### src/rtl/wide_alu_seq_if.sv
// -----------------------------------------------------------------------------
// Definitions: opcode types shared by the 8-bit ALU and the wide sequencer.
//   op_mne    : opcode presented on the ALU's OP input
//   wide_op_e : wide-operation code requested by core control
//
// wide_alu_seq_if: request/result handshake between core control and the
// sequencer, plus the byte-wide port pair to the shared combinational ALU.
//   master : core control + ALU side (drives Start/Op/A/B and AluOut/AluSCout)
//   slave  : the sequencer (drives Busy/Done/Result/flags and the ALU inputs)
// -----------------------------------------------------------------------------
package Definitions;
  typedef enum logic [1:0] {
    ADD = 2'b00,
    SUB = 2'b01,
    LSH = 2'b10,
    RSH = 2'b11
  } op_mne;

  typedef enum logic [1:0] {
    OP_ADD = 2'b00,
    OP_SUB = 2'b01,
    OP_LSH = 2'b10,
    OP_RSH = 2'b11
  } wide_op_e;
endpackage

interface wide_alu_seq_if #(
  parameter int W  = 8,
  parameter int NB = 4
);
  import Definitions::*;

  // Core-control request and result
  logic            Start;
  logic [1:0]      Op;
  logic [NB*W-1:0] A;
  logic [NB*W-1:0] B;
  logic            Busy;
  logic            Done;
  logic [NB*W-1:0] Result;
  logic            CarryOut;
  logic            Zero;

  // Shared ALU ports
  logic [W-1:0]    AluA;
  logic [W-1:0]    AluB;
  op_mne           AluOP;
  logic            AluSCin;
  logic [W-1:0]    AluOut;
  logic            AluSCout;

  modport master (
    output Start, Op, A, B, AluOut, AluSCout,
    input  Busy, Done, Result, CarryOut, Zero, AluA, AluB, AluOP, AluSCin
  );

  modport slave (
    input  Start, Op, A, B, AluOut, AluSCout,
    output Busy, Done, Result, CarryOut, Zero, AluA, AluB, AluOP, AluSCin
  );
endinterface

### src/rtl/wide_alu_seq.sv
// -----------------------------------------------------------------------------
// wide_alu_seq: runs one NB-byte ADD/SUB/LSH/RSH through the shared 8-bit
// combinational ALU, one byte per clock, chaining carry/shift bits between
// bytes and assembling the wide result, Zero flag and final carry.
//
// Ports:
//   Clk     : rising-edge clock
//   Reset_n : asynchronous active-low reset
//   bus     : wide_alu_seq_if.slave (Start/Op/A/B in, Busy/Done/Result/
//             CarryOut/Zero out, AluA/AluB/AluOP/AluSCin out,
//             AluOut/AluSCout in)
//
// Start is accepted in IDLE or DONE; Done pulses NB+1 cycles later. Holding
// Start through DONE chains operations with no idle cycle.
// -----------------------------------------------------------------------------
module wide_alu_seq #(
  parameter int W  = 8,
  parameter int NB = 4
) (
  input  logic          Clk,
  input  logic          Reset_n,
  wide_alu_seq_if.slave bus
);
  import Definitions::*;

  localparam int IW = (NB > 1) ? $clog2(NB) : 1;
  localparam logic [IW-1:0] LAST_IDX = IW'(NB - 1);

  typedef enum logic [1:0] {
    S_IDLE = 2'b00,
    S_RUN  = 2'b01,
    S_DONE = 2'b10
  } state_e;

  state_e                 state_q;
  wide_op_e               op_q;
  logic [IW-1:0]          idx_q;
  logic                   carry_q;
  logic [NB-1:0][W-1:0]   a_q;
  logic [NB-1:0][W-1:0]   b_q;
  logic [NB-1:0][W-1:0]   result_q;
  logic                   carry_out_q;
  logic                   zero_q;
  logic                   busy_q;
  logic                   done_q;

  logic [NB-1:0][W-1:0]   result_d;
  logic                   last_byte;

  // RSH walks MSB to LSB, everything else LSB to MSB.
  assign last_byte = (op_q == OP_RSH) ? (idx_q == '0) : (idx_q == LAST_IDX);

  // ALU drive plus the result with the current byte merged in. Zero must see
  // the final byte, so it is computed from this merged value, not result_q.
  always_comb begin
    // NOTE: every output gets a default first so no path leaves it unassigned,
    // which would otherwise infer a latch.
    bus.AluA    = '0;
    bus.AluB    = '0;
    bus.AluOP   = ADD;
    bus.AluSCin = 1'b0;
    result_d    = result_q;
    result_d[idx_q] = bus.AluOut;

    if (state_q == S_RUN) begin
      bus.AluA    = a_q[idx_q];
      bus.AluSCin = carry_q;
      unique case (op_q)
        OP_ADD: begin
          bus.AluOP = ADD;
          bus.AluB  = b_q[idx_q];
        end
        // A - B = A + ~B + 1; the +1 enters once via the carry preset at
        // accept. The ALU's own SUB would add 1 on every byte.
        OP_SUB: begin
          bus.AluOP = ADD;
          bus.AluB  = ~b_q[idx_q];
        end
        OP_LSH: bus.AluOP = LSH;
        OP_RSH: bus.AluOP = RSH;
      endcase
    end
  end

  // NOTE: non-blocking assignments throughout, so every register samples the
  // pre-edge values and the order of statements below does not matter.
  always_ff @(posedge Clk or negedge Reset_n) begin
    if (!Reset_n) begin
      state_q     <= S_IDLE;
      op_q        <= OP_ADD;
      idx_q       <= '0;
      carry_q     <= 1'b0;
      // NOTE: the operand registers are reset too; they are only a few flops
      // and it keeps the ALU inputs free of X after reset.
      a_q         <= '0;
      b_q         <= '0;
      result_q    <= '0;
      carry_out_q <= 1'b0;
      zero_q      <= 1'b1;
      busy_q      <= 1'b0;
      done_q      <= 1'b0;
    end else begin
      unique case (state_q)
        S_IDLE, S_DONE: begin
          done_q <= 1'b0;
          if (bus.Start) begin
            state_q  <= S_RUN;
            busy_q   <= 1'b1;
            op_q     <= wide_op_e'(bus.Op);
            a_q      <= bus.A;
            b_q      <= bus.B;
            idx_q    <= (wide_op_e'(bus.Op) == OP_RSH) ? LAST_IDX : '0;
            carry_q  <= (wide_op_e'(bus.Op) == OP_SUB);
            result_q <= '0;
          end else begin
            state_q <= S_IDLE;
          end
        end

        S_RUN: begin
          result_q <= result_d;
          carry_q  <= bus.AluSCout;
          idx_q    <= (op_q == OP_RSH) ? idx_q - 1'b1 : idx_q + 1'b1;
          if (last_byte) begin
            state_q     <= S_DONE;
            busy_q      <= 1'b0;
            done_q      <= 1'b1;
            carry_out_q <= bus.AluSCout;
            zero_q      <= (result_d == '0);
          end
        end

        default: begin
          state_q <= S_IDLE;
          busy_q  <= 1'b0;
          done_q  <= 1'b0;
        end
      endcase
    end
  end

  assign bus.Busy     = busy_q;
  assign bus.Done     = done_q;
  assign bus.Result   = result_q;
  assign bus.CarryOut = carry_out_q;
  assign bus.Zero     = zero_q;

endmodule

### src/flat_wrapper.sv
// flat-port wrapper written by rule: the top's interface ports become plain ports
module wide_alu_seq_flat import Definitions::*;
#(
  parameter int W  = 8,
  parameter int NB = 4
)
  (Clk, Reset_n, bus_Start, bus_Op, bus_A, bus_B, bus_AluOut, bus_AluSCout, bus_Busy, bus_Done, bus_Result, bus_CarryOut, bus_Zero, bus_AluA, bus_AluB, bus_AluOP, bus_AluSCin);
  wide_alu_seq_if #(.W(W), .NB(NB)) bus_i ();
  input  logic Clk;
  input  logic Reset_n;
  input wire logic [$bits(bus_i.Start)-1:0] bus_Start;
  input wire logic [$bits(bus_i.Op)-1:0] bus_Op;
  input wire logic [$bits(bus_i.A)-1:0] bus_A;
  input wire logic [$bits(bus_i.B)-1:0] bus_B;
  input wire logic [$bits(bus_i.AluOut)-1:0] bus_AluOut;
  input wire logic [$bits(bus_i.AluSCout)-1:0] bus_AluSCout;
  output wire logic [$bits(bus_i.Busy)-1:0] bus_Busy;
  output wire logic [$bits(bus_i.Done)-1:0] bus_Done;
  output wire logic [$bits(bus_i.Result)-1:0] bus_Result;
  output wire logic [$bits(bus_i.CarryOut)-1:0] bus_CarryOut;
  output wire logic [$bits(bus_i.Zero)-1:0] bus_Zero;
  output wire logic [$bits(bus_i.AluA)-1:0] bus_AluA;
  output wire logic [$bits(bus_i.AluB)-1:0] bus_AluB;
  output wire logic [$bits(bus_i.AluOP)-1:0] bus_AluOP;
  output wire logic [$bits(bus_i.AluSCin)-1:0] bus_AluSCin;
  assign bus_i.Start = bus_Start;
  assign bus_i.Op = bus_Op;
  assign bus_i.A = bus_A;
  assign bus_i.B = bus_B;
  assign bus_i.AluOut = bus_AluOut;
  assign bus_i.AluSCout = bus_AluSCout;
  assign bus_Busy = bus_i.Busy;
  assign bus_Done = bus_i.Done;
  assign bus_Result = bus_i.Result;
  assign bus_CarryOut = bus_i.CarryOut;
  assign bus_Zero = bus_i.Zero;
  assign bus_AluA = bus_i.AluA;
  assign bus_AluB = bus_i.AluB;
  assign bus_AluOP = bus_i.AluOP;
  assign bus_AluSCin = bus_i.AluSCin;
  wide_alu_seq #(.W(W), .NB(NB)) u_core (.Clk(Clk), .Reset_n(Reset_n), .bus(bus_i));
endmodule
### config.mk
export PLATFORM = sky130hd
export DESIGN_NAME = wide_alu_seq_flat
export DESIGN_NICKNAME = d
export VERILOG_FILES = /design/src/rtl/wide_alu_seq_if.sv /design/src/rtl/wide_alu_seq.sv /design/src/flat_wrapper.sv
export SDC_FILE = /design/constraint.sdc
export NUM_CORES = 1
export LEC_CHECK = 0
export BUFFER_PORTS_ARGS = -buffer_cell sky130_fd_sc_hd__clkbuf_2
export CELL_PAD_IN_SITES_DETAIL_PLACEMENT = 0
export CELL_PAD_IN_SITES_GLOBAL_PLACEMENT = 2
export CORE_ASPECT_RATIO = 0.6
export CORE_MARGIN = 3
export CORE_UTILIZATION = 25
export DETAILED_ROUTE_END_ITERATION = 10
export PLACE_DENSITY = 0.73
export SLEW_MARGIN = 30
export SYNTH_ARGS = -nofsm -noshare
export SYNTH_HDL_FRONTEND = slang
export SYNTH_SLANG_ARGS = --single-unit
### constraint.sdc
create_clock -name Clk -period 5.1 [get_ports Clk]
set_input_delay 0.765 -clock Clk [delete_from_list [all_inputs] [get_ports Clk]]
set_output_delay 0.765 -clock Clk [all_outputs]
set_load 0.02 [all_outputs]
Yosys cells after proc, flatten, opt, wreduce, memory -nomap -nowiden --
Cells that the tools add are included.
Word-level totals: logic and storage cells 77, bits of input ports 78, output and inout port bits 55, register bits after elaboration 107
Cells by class: magnitude comparators 2, add/subtract/negate cells 2, reduce and logical (&&, ||, !) cells 12, bitwise gates (word level) 1, eq/ne operators 10, multiplexer cells 30
Operator list (count):
- 32-bit one-hot mux with 2 select lines | 1
- 8-bit two-way mux | 5
- 8-bit binary-select mux with 2-bit select | 2
- 32-bit bitwise mux | 1
- 32-bit logical NOT | 1
- 32-bit two-way mux | 1
- 8-bit demux with 2-bit select | 1
- 8-bit one-hot mux with 2 select lines | 1
- 2-bit equality test, second input constant | 5
- 2-bit two-way mux | 5
- 1-bit two-way mux | 8
- 8-bit inverter | 1
- 2-bit one-hot mux with 2 select lines | 2
- 2-bit AND reduction | 4
- 2-bit by 1-bit equality test with 1-bit output, second input constant | 3
- 2-bit logical NOT | 3
- 2-bit one-hot mux with 3 select lines | 1
- 1-bit one-hot mux with 2 select lines | 2
- 2-bit OR reduction | 2
- 2-bit by 3-bit less-than comparator with 1-bit output, second input constant | 1
- 2-bit by 1-bit adder with 2-bit output, second input constant | 1
- 2-bit by 1-bit >= comparator with 1-bit output, second input constant | 1
- 2-bit by 1-bit != test with 1-bit output, second input constant | 1
- 2-bit != test, second input constant | 1
- 3 further kinds | 3

Logic depth before layout (Yosys ltp) --
word-level depth 6, mapped depth 8, mapped depth without buffers 6

Worst setup path before layout --
No wires, ideal clock.
path kind reg-to-output, start register u_core.idx_q[1], end output bus_AluB[1], required time 4.335 ns, buffers on the path 2, arrival time 1.619 ns, slack 2.716 ns, cell stages (with the launch flop) 6, cells stage by stage dfrtp_1 -> clkbuf_8 -> clkbuf_1 -> mux4_2 -> xnor2_1 -> nor2_1
On the way: word-level cells in the longest chain between the ends 5
RTL lines:
- start, declared | RTL line wide_alu_seq.sv:37 | logic [IW-1:0] idx_q;
- start signal, assigned | RTL line wide_alu_seq.sv:112 | idx_q <= (wide_op_e'(bus.Op) == OP_RSH) ? LAST_IDX : '0;
- start signal, assigned | RTL line wide_alu_seq.sv:123 | idx_q <= (op_q == OP_RSH) ? idx_q - 1'b1 : idx_q + 1'b1;
- 8-bit binary-select mux with 2-bit select (*) | RTL line wide_alu_seq.sv:71, wide_alu_seq.sv:77
- 8-bit two-way mux (not written as such) (*) | RTL line wide_alu_seq.sv:71, wide_alu_seq.sv:77
- 8-bit inverter | RTL line wide_alu_seq.sv:77 | bus.AluB = ~b_q[idx_q];
- 8-bit one-hot mux with 2 select lines (*) | RTL line wide_alu_seq.sv:68 | unique case (op_q)
- 8-bit two-way mux (*) | RTL line wide_alu_seq.sv:65 | if (state_q == S_RUN) begin
- end, declared | RTL line flat_wrapper.sv:23 | output wire logic [$bits(bus_i.AluB)-1:0] bus_AluB;
Mark *: on every way between the ends. The rest lies on a longest branch, timed or not. The select of a mux whose other input is x is not followed.

Worst setup path in the final report --
start register u_core.idx_q[0], end output bus_AluA[7]
On the way: word-level cells in the longest chain between the ends 3
RTL lines:
- 8-bit binary-select mux with 2-bit select | RTL line wide_alu_seq.sv:66 | bus.AluA = a_q[idx_q];
- 8-bit two-way mux (not written as such) | RTL line wide_alu_seq.sv:66
- 8-bit two-way mux | RTL line wide_alu_seq.sv:65
- end, declared | RTL line flat_wrapper.sv:22 | output wire logic [$bits(bus_i.AluA)-1:0] bus_AluA;
Every way passes these cells. The select of a mux whose other input is x is not followed.

==> flow_summary.yaml <==
run_status:
  status: "complete, no violations"
placement:
  dpl_cell_area_mm2: 0.00598
  place_congestion: 0.754
  hpwl_um: 11200
  port_buffers: 132
pwr:
  switching_share_pct: 43.0
  p_seq_share_pct: 37.8
  switchingPower_w: 0.00187
  internal_power_w: 0.00248
  leakage_nw: 3.21
  clkPwrFrac_pct: 17.1
  powerDensity_mw_per_mm2: 690
  power.total_w: 0.00435
  irDropWorstVdd_uv: 181
  pwr-share-comb_pct: 45.1
cts:
  postCtsSetupRepairBufs: 0
  clk_path_buf_depth: 2
  cts_tree: "done"
  cts.htree.levels: 3
  clk_pin_slew_ns: 0.08
  clkLatencyLatePin_ns: 0.36
  cts-resized-gates: 0
  cts.sinks: 107
  hold_buffers: 0
  cts-root-buf: "clkbuf_16"
  numCtsBuffers: 9
floorplanning:
  io_pins: 133
  rows: 39
  die_h_um: 117
  initial_core_util_pct: 26.2
  die_area_mm2: 0.0222
  die_w_um: 191
  core-area_mm2: 0.0195
logic_synthesis:
  yosysSeqAreaShare_pct: 52.4
  yosys_warnings: 0
  synthDistinctLibCells: 38
  syn-cell-area_mm2: 0.00511
  async_reset_ff_share_pct: 100
  syn-num-nets: 654
  synth_area_per_cell_um2: 8.87
  ys_ff_latch: 107
  synthCells: 576
  synth_ff_type: "dfrtp_1"
  synth_edf_count: 0
final_layout:
  fin_nets: 760
  drive_above_1_share_pct: 25.9
  fillers: 2099
  area_growth_syn_to_layout_pct: 23.2
  final_area_mm2: 0.00630
  diodes: 0
grt:
  met1_usage_pct: 21.8
  grt_busiest_layer: "met1"
  grt_use_met2_pct: 20.4
  grt_max_degree: 74
  gr-usage-met3_pct: 5.40
  grt_pass1_vias: 4387
  antenna_found_initial: 3
  grt_usage_pct: 14.7
  grt-ovfl-total: 0
  grt_pass1_wl_um: 25000
sta:
  final.setup_skew_ns: 0.00838
  hold_violations: 0
  fmax_mhz: 326
  rsz0062_at_grt: "no"
  fin_crit_sh_pct: 60.2
  period_minus_slack_ns: 3.07
  setup_viol: 0
  worst-slew-pin-transition_ns: 0.902
  slew_violations: 0
  tns_ns: 0
  max_slew_margin_pct: 39.9
worst_setup_path:
  crit_fanout: 27
  worstSetupEndpointType: "primary output"
  rrSetupSlack_ns: 2.71
  cp_top_family: "flip-flops"
  timing.rr.start: "u_core.idx_q[0]"
  reg2reg_depth: 4
  cp_slowest_cell: "dfrtp_2"
  critPathBufInv: 2
  startpoint_type: "register"
  slowest_delay_ns: 0.63
  path_cells: "buf_4 -> mux4_2 -> and2_1 -> clkbuf_2"
  critPathArrivalTime_ns: 2.31
  worstReg2RegEnd: "u_core.bus.Result[14]"
  required_ns: 4.34
  path_class: "reg2out"
drt:
  drtIter0Drc: 242
  drt-pass1-iter-count: 4
  antenna_left: 0
  vias: 4261
  wl_per_cell_um: 16.5
  drc_errors: 0
  viasPerCell: 4.47
  wl_um: 15700
run:
  maxCapViolCount: 0
worst_hold_path:
  min_path_type: "in2async"
==> cell type report <==
class                           count  area (um2)  area share [%]
Clock buffer                       12         267            4.23
Clock inverter                      4        47.5           0.755
Inverter                            4        15.0           0.238
Multi-Input combinational cell    423        2240            35.5
Sequential cell                   107        2680            42.6
Tap cell                          266         333            5.29
Timing Repair Buffer              137         717            11.4
==> worst reg2reg max path, delay by kind of cell, from the launching register on <==
family / cells / cell delay [ns]
AND/OR/NAND/NOR: 2 / 0.97
AO/OA/AOI/OAI: 1 / 0.21
buffers and inverters: 1 / 0.42
flip-flops: 1 / 0.63
==> flip-flops by register name, summed over array words and instances, names as in the netlist <==
signal / cells
u_core.op_q: 2
u_core.idx_q: 2
u_core.bus.Result: 32
u_core.bus.CarryOut: 1
u_core.state_q: 2
u_core.carry_q: 1
u_core.bus.Zero: 1
u_core.bus.Done: 1
u_core.a_q: 32
u_core.b_q: 32
u_core.bus.Busy: 1
==> logic make-up after synthesis <==
family / synth area share (%)
xor gates and xnor gates: 1.71
DFF: 52.4
AOI/OAI and AO/OA: 5.56
muxes: 8.42
and+or+nand+nor: 27.8
buffers and inverters: 4.09
==> placed cells by master (no fill, tap or decap), drive strengths merged <==
| cell type | netlist | final |
|---|---|---|
| nand2 | 271 | 271 |
| clkbuf | 35 | 143 |
| dfrtp | 106 | 106 |
| o21ai | 28 | 28 |
| mux4 | 16 | 16 |
| nor2 | 16 | 16 |
| nand3 | 12 | 12 |
| and2 | 10 | 10 |
| xnor2 | 9 | 9 |
| a21oi | 7 | 7 |
| mux2i | 7 | 7 |
| nor3 | 6 | 6 |
| o32ai | 6 | 6 |
| nor4 | 6 | 6 |
| buf | 7 | 6 |
| inv | 4 | 4 |
| and3 | 4 | 4 |
| nand2b | 4 | 4 |
| nor3b | 3 | 3 |
| nand4 | 3 | 3 |
| o31ai | 3 | 3 |
| a31oi | 2 | 2 |
| or4 | 2 | 2 |
| clkinv | 0 | 2 |
| nor2b | 2 | 2 |
| or2 | 1 | 1 |
| a32oi | 1 | 1 |
| xor2 | 1 | 1 |
| o21bai | 1 | 1 |
| and4bb | 1 | 1 |
| nor4b | 1 | 1 |
| clkinvlp | 0 | 1 |
| bufinv | 0 | 1 |
| dfstp | 1 | 1 |
==> per-layer routing <==
metal | part of all wire [%] | wire length [um] | vias up
li1 | - | - | 2092
met1 | 51 | 8050 | 2037
met2 | 40 | 6300 | 112
met3 | 7.9 | 1240 | 14
met4 | 0.73 | 115 | 6
met5 | 0.26 | 41 | -
==> power groups by stage <==
stage / sequential, W / combinational (W) / clock, W
2_1_floorplan: 0.00161 / 0.00138 / 0
3_3_place_gp: 0.00164 / 0.00196 / 0
3_5_place_dp: 0.00166 / 0.00198 / 0
4_1_cts: 0.00165 / 0.00199 / 0.000776
5_1_grt: 0.00172 / 0.00220 / 0.000806
6_report: 0.00164 / 0.00196 / 0.000744
==> synthesized netlist by cell type, types with 2 or more instances <==
cell type    n  area (um2)
mux4_2      16         360
nand4_1      3        18.8
or4_1        2        15.0
nor2b_1      2        12.5
mux2i_1      7        70.1
buf_1        2        7.51
nor3b_1      3        22.5
and3_1       4        25.0
clkbuf_1    32         120
xnor2_1      9        78.8
nor4_1       5        31.3
nor2_1      16        60.1
buf_2        3        15.0
nand3_1     12        60.1
nor3_1       6        30.0
and2_1      10        62.6
o21ai_0     28         140
inv_1        4        15.0
nand2b_1     4        25.0
a21oi_1      7        35.0
nand2_1    271        1020
o31ai_1      2        15.0
dfrtp_1    106        2650
a31oi_1      2        12.5
o32ai_1      6        52.6
clkbuf_8     2        27.5
==> metrics by stage <==
step	utilization, %	std cells	setup WS, ns	hold slack, ns
floorplan	-	576	2.72	0.440
global placement	30.5	936	2.38	0.453
detailed placement	30.6	937	2.35	0.458
CTS	32.2	953	1.94	0.476
global route	32.3	953	1.88	0.468
finish	32.3	953	2.03	0.427
==> how the worst max path moves through the flow <==
stage	cells past startpoint	slack, ns	startpoint	endpoint
5_1_grt	4	1.88	u_core.idx_q[0]	bus_AluA[7]
6_report	4	2.03	u_core.idx_q[0]	bus_AluA[7]
4_1_cts	4	1.94	u_core.idx_q[0]	bus_AluA[7]
3_3_place_gp	4	2.38	u_core.idx_q[0]	bus_AluA[1]
3_5_place_dp	4	2.35	u_core.idx_q[0]	bus_AluA[7]
2_1_floorplan	5	2.72	u_core.idx_q[1]	bus_AluB[1]
Note: power is estimated with default switching activity, not from simulation.
